File: src/rtl/cpu_pkg.sv
// Types and constants shared by the CPU front end.
// iq_entry_t is the fetch-to-decode instruction queue payload.
package cpu_pkg;

    localparam logic [31:0] RESET_PC = 32'hbfc0_0000;

    typedef struct packed {
        logic        adel;
        logic [31:0] pc;
        logic [31:0] instr;
    } iq_entry_t;

endpackage

File: src/rtl/if_inst_queue.sv
// Instruction queue between fetch and decode. It absorbs icache-miss stalls in fetch
// and decode stalls, and a flush empties it in one cycle by moving rd_ptr to wr_ptr.
module if_inst_queue
    import cpu_pkg::*;
#(
    parameter  int DEPTH = 4,
    localparam int PTR_W = $clog2(DEPTH)
) (
    input  logic             clk,
    input  logic             aresetn,
    input  logic             flush,
    input  logic             push_valid,
    input  logic [31:0]      push_pc,
    input  logic [31:0]      push_instr,
    input  logic             push_adel,
    output logic             push_ready,
    output logic             pop_valid,
    input  logic             pop_ready,
    output logic [31:0]      pop_pc,
    output logic [31:0]      pop_instr,
    output logic             pop_adel,
    output logic [PTR_W:0]   count,
    output logic             fetch_stall
);

    localparam logic [PTR_W:0] PTR_ONE = {{PTR_W{1'b0}}, 1'b1};

    logic [PTR_W:0]   wr_ptr_reg, wr_ptr_next;
    logic [PTR_W:0]   rd_ptr_reg, rd_ptr_next;
    logic [PTR_W-1:0] wr_idx, rd_idx;
    logic             empty, full;
    logic             push_fire, pop_fire;
    iq_entry_t        mem_reg [DEPTH];
    iq_entry_t        head;

    assign wr_idx = wr_ptr_reg[PTR_W-1:0];
    assign rd_idx = rd_ptr_reg[PTR_W-1:0];

    // The extra wrap bit distinguishes full from empty when the indices match.
    assign empty = (wr_ptr_reg == rd_ptr_reg);
    assign full  = (wr_idx == rd_idx) && (wr_ptr_reg[PTR_W] != rd_ptr_reg[PTR_W]);

    assign push_ready  = ~full | pop_ready;
    assign fetch_stall = ~push_ready;
    assign pop_valid   = ~empty;
    assign count       = wr_ptr_reg - rd_ptr_reg;

    assign push_fire = push_valid & push_ready & ~flush;
    assign pop_fire  = pop_valid & pop_ready & ~flush;

    always_comb begin
        wr_ptr_next = wr_ptr_reg;
        rd_ptr_next = rd_ptr_reg;
        if (flush) begin
            rd_ptr_next = wr_ptr_reg;
        end else begin
            if (push_fire) wr_ptr_next = wr_ptr_reg + PTR_ONE;
            if (pop_fire)  rd_ptr_next = rd_ptr_reg + PTR_ONE;
        end
    end

    always_ff @(posedge clk) begin
        if (!aresetn) begin
            wr_ptr_reg <= '0;
            rd_ptr_reg <= '0;
        end else begin
            wr_ptr_reg <= wr_ptr_next;
            rd_ptr_reg <= rd_ptr_next;
        end
    end

    // Payload storage needs no reset; the pointers alone decide what is valid.
    always_ff @(posedge clk) begin
        if (aresetn && push_fire) begin
            mem_reg[wr_idx] <= '{adel: push_adel, pc: push_pc, instr: push_instr};
        end
    end

    assign head      = mem_reg[rd_idx];
    assign pop_pc    = head.pc;
    assign pop_instr = head.instr;
    assign pop_adel  = head.adel;

endmodule
File: config.mk
export PLATFORM = sky130hd
export DESIGN_NAME = if_inst_queue
export DESIGN_NICKNAME = d
export VERILOG_FILES = /design/src/rtl/cpu_pkg.sv /design/src/rtl/if_inst_queue.sv
export SDC_FILE = /design/constraint.sdc
export NUM_CORES = 1
export LEC_CHECK = 0
export ABC_CLOCK_PERIOD_IN_PS = 11800
export CAP_MARGIN = 30
export CORE_UTILIZATION = 35
export DETAILED_ROUTE_END_ITERATION = 10
export HOLD_SLACK_MARGIN = 0.03
export PLACE_DENSITY = 0.58
export SLEW_MARGIN = 20
export SYNTH_ARGS = -nofsm -noshare
export SYNTH_HDL_FRONTEND = slang
export SYNTH_SLANG_ARGS = --single-unit
File: constraint.sdc
create_clock -name clk -period 11.8 [get_ports clk]
set_input_delay 1.77 -clock clk [delete_from_list [all_inputs] [get_ports clk]]
set_output_delay 1.77 -clock clk [all_outputs]
set_load 0.02 [all_outputs]
==> qor.yml <==
run_status: "complete, no violations"
report.final.hold_viol_count: 0
synth-edff-count: 260
htree_levels: 1
synth.top_cells.by_area: "sky130_fd_sc_hd__edfxtp_1 (79%), sky130_fd_sc_hd__mux4_2 (15%), sky130_fd_sc_hd__dfxtp_1 (1.6%), sky130_fd_sc_hd__ha_1 (0.88%), sky130_fd_sc_hd__buf_2 (0.35%)"
gr-usage-met1_pct: 17.4
ctsHoldBuffers: 0
synth-seq-area-share_pct: 80.4
placed_cells_incl_taps: 915
first_pass_iters: 4
final_critical_path_setup_slack_ns: 6.61
setup-violations-final: 0
global_route.usage.met2_pct: 22.0
postSynth.asyncResetShare_pct: 0
avgSynthCellArea_um2: 24.5
synth.area.mux_share_pct: 15.1
grt.overflow.total: 0
maxCapViolCount: 0
number_of_flip_flops_in_the_largest_register: 260
postCtsSetupRepairBufs: 0
chipWidth_um: 170
grt_pass1_wl_um: 29000
tritoncts_clock_tree: "done"
fin_setup_tns_ns: 0
vias_per_cell: 4.79
placed_cell_area_um2: 11900
post_synth_and_or_nand_nor_area_fraction_pct: 1.27
postSynth.topFlopCell: "sky130_fd_sc_hd__edfxtp_1"
fp.dieH_um: 170
gp_congestion: 0.749
cp_data_arrival_time_ns: 3.42
power.leakage_nw: 3.99
critical_path_peak_fanout: 7
post-dp-hpwl_um: 10900
slew-limit-headroom_pct: 51.9
syn-num-nets: 483
numPortBuffers: 140
cts_num_sinks: 268
worst_skew_pair.late_latency_ns: 0.53
routed_wire_length_per_instance_um: 19.5
min-delay-path-class: "reg -> reg"
dpl_worst_slack_ns: 6.62
io_pins: 141
crit_required_ns: 10.03
clk_pin_slew_ns: 0.06
cts_inserted_buffers: 29
cts-root-buf: "sky130_fd_sc_hd__clkbuf_16"
drtIter0Drc: 261
area_growth_syn_to_layout_pct: 28.8
worst_ir_drop_vdd_mv: 0.120
row_count: 61
grt_util_all_layers_pct: 13.3
drive_gt1_share_pct: 19.7
num-nets-final: 646
critPathCaptureType: "output port"
yosys.area_share.xor_xnor_pct: 0.341
synth_compound_gate_area_share_pct: 0.833
finalNonFillerCells: 968
antenna_found_initial: 1
synth_warnings: 0
finalMaxSlewViolations: 0
fillerInstances: 2332
finalWirelength_um: 18800
synth_fa_ha_area_share_pct: 1.09
leading_cell_type_by_number_of_instances_after_synthesis: "sky130_fd_sc_hd__edfxtp_1"
total_power_w: 0.00212
detail-route-antenna-nets: 0
power.density_cell_area_nw_per_um2: 166
floorplan.die_area_um2: 29000
max_freq_mhz: 193
synth_cell_type_count: 32
timing_worst_slew_pin_value_ns: 0.722
floorplan.initialDensity_pct: 35.6
post-synth-top-area-fraction_pct: 78.7
design_area_um2: 12800
cts_resized: 0
cts-root-to-sink-buffers: 3
core_region_area_um2: 27900
synth_seq_cells: 268
setup_repair_after_global_routing_missed_its_margin: "false"
post-route-min-period_ns: 5.19
synth_common_cells: "sky130_fd_sc_hd__edfxtp_1 (260), sky130_fd_sc_hd__mux4_2 (65), sky130_fd_sc_hd__inv_1 (9)"
layout_worst_path_cycle_share_pct: 44.0
netlist_instances: 405
mappedNetlistArea_um2: 9910
grt_most_used_layer: "met2"
drt_drc: 0
start_kind: "input port"
clock_skew_ns: 0.0144
via_count: 4638
criticalPathCategory: "in -> out"
gr_util_met3_pct: 3.56
largest_net_degree_at_the_start_of_global_routing: 38
yosysTopAreaCell: "sky130_fd_sc_hd__edfxtp_1"
grt_pass1_vias: 5083
synth_top_family_by_area: "multiplexers"
## through the flow
stage	hold WS (ns)	utilization, %
2_1_floorplan	0.477	-
3_3_place_gp	0.502	42.2
5_1_grt	0.561	45.8
4_1_cts	0.535	45.8
6_report	0.541	45.8
3_5_place_dp	0.521	42.7
## logic make-up (layout without fill, tap and decap cells)
group                    after synthesis  in the layout
flip-flops                           268            268
AO/OA/AOI/OAI                         10             10
multiplexers                          68             68
buffers and inverters                 24            208
AND/OR/NAND/NOR                       24             24
XOR/XNOR                               3              3
adder cells (fa/ha/maj)                8              8
other                                  0              1
## layout by cell type (no fill, tap or decap), types with 2 or more instances in the layout
| cell | instances |
|---|---|
| sky130_fd_sc_hd__clkinv_2 | 2 |
| sky130_fd_sc_hd__o21ai_0 | 2 |
| sky130_fd_sc_hd__dfxtp_1 | 6 |
| sky130_fd_sc_hd__and3_4 | 3 |
| sky130_fd_sc_hd__nand2_1 | 8 |
| sky130_fd_sc_hd__inv_1 | 9 |
| sky130_fd_sc_hd__ha_1 | 7 |
| sky130_fd_sc_hd__clkdlybuf4s50_1 | 140 |
| sky130_fd_sc_hd__buf_4 | 2 |
| sky130_fd_sc_hd__nand4_1 | 2 |
| sky130_fd_sc_hd__dfxtp_4 | 2 |
| sky130_fd_sc_hd__clkbuf_1 | 6 |
| sky130_fd_sc_hd__buf_16 | 3 |
| sky130_fd_sc_hd__bufinv_16 | 2 |
| sky130_fd_sc_hd__edfxtp_1 | 260 |
| sky130_fd_sc_hd__clkinv_1 | 10 |
| sky130_fd_sc_hd__buf_12 | 2 |
| sky130_fd_sc_hd__mux4_2 | 65 |
| sky130_fd_sc_hd__mux2i_1 | 3 |
| sky130_fd_sc_hd__clkinvlp_4 | 2 |
| sky130_fd_sc_hd__clkbuf_16 | 29 |
| sky130_fd_sc_hd__a31oi_1 | 4 |
## routing by layer
metal	part of all wire, %	up-vias
met1	43	2424
met4	1.6	0
met3	6.3	29
met5	0	-
li1	-	2053
met2	49	132
## critical path: stages
cell and delay [ns]:
sky130_fd_sc_hd__clkdlybuf4s50_1 0.54, sky130_fd_sc_hd__nor3_1 0.42, sky130_fd_sc_hd__clkdlybuf4s50_1 0.68
## final cells by class
type	count	area, µm²	share of cell area, %
clock inverter	17	131	1.03
sequential	268	7980	62.5
multi-input combinational	113	1860	14.6
antenna	1	2.50	0.0196
clock buffer	35	748	5.86
tap	378	473	3.70
timing repair buffer	147	1540	12.1
inverter	9	33.8	0.265
## final timing paths
check / startpoint / end / slack (ns) / cells after the start
max: pop_ready / fetch_stall / 6.61 / 3
min: wr_ptr_reg[1] / wr_ptr_reg[1] / 0.54 / 2
max reg2reg: wr_ptr_reg[0] / mem_reg[2][39] / 9.31 / 6
min reg2reg: wr_ptr_reg[1] / wr_ptr_reg[1] / 0.54 / 2
## power by group
group	switching (W)	internal [W]	total (W)
logic	0.0000972	0.000114	0.000211
registers	0.0000145	0.00106	0.00107
clock network	0.000344	0.000491	0.000835
total	0.000456	0.00166	0.00212
(Power assumes the default switching activity.)
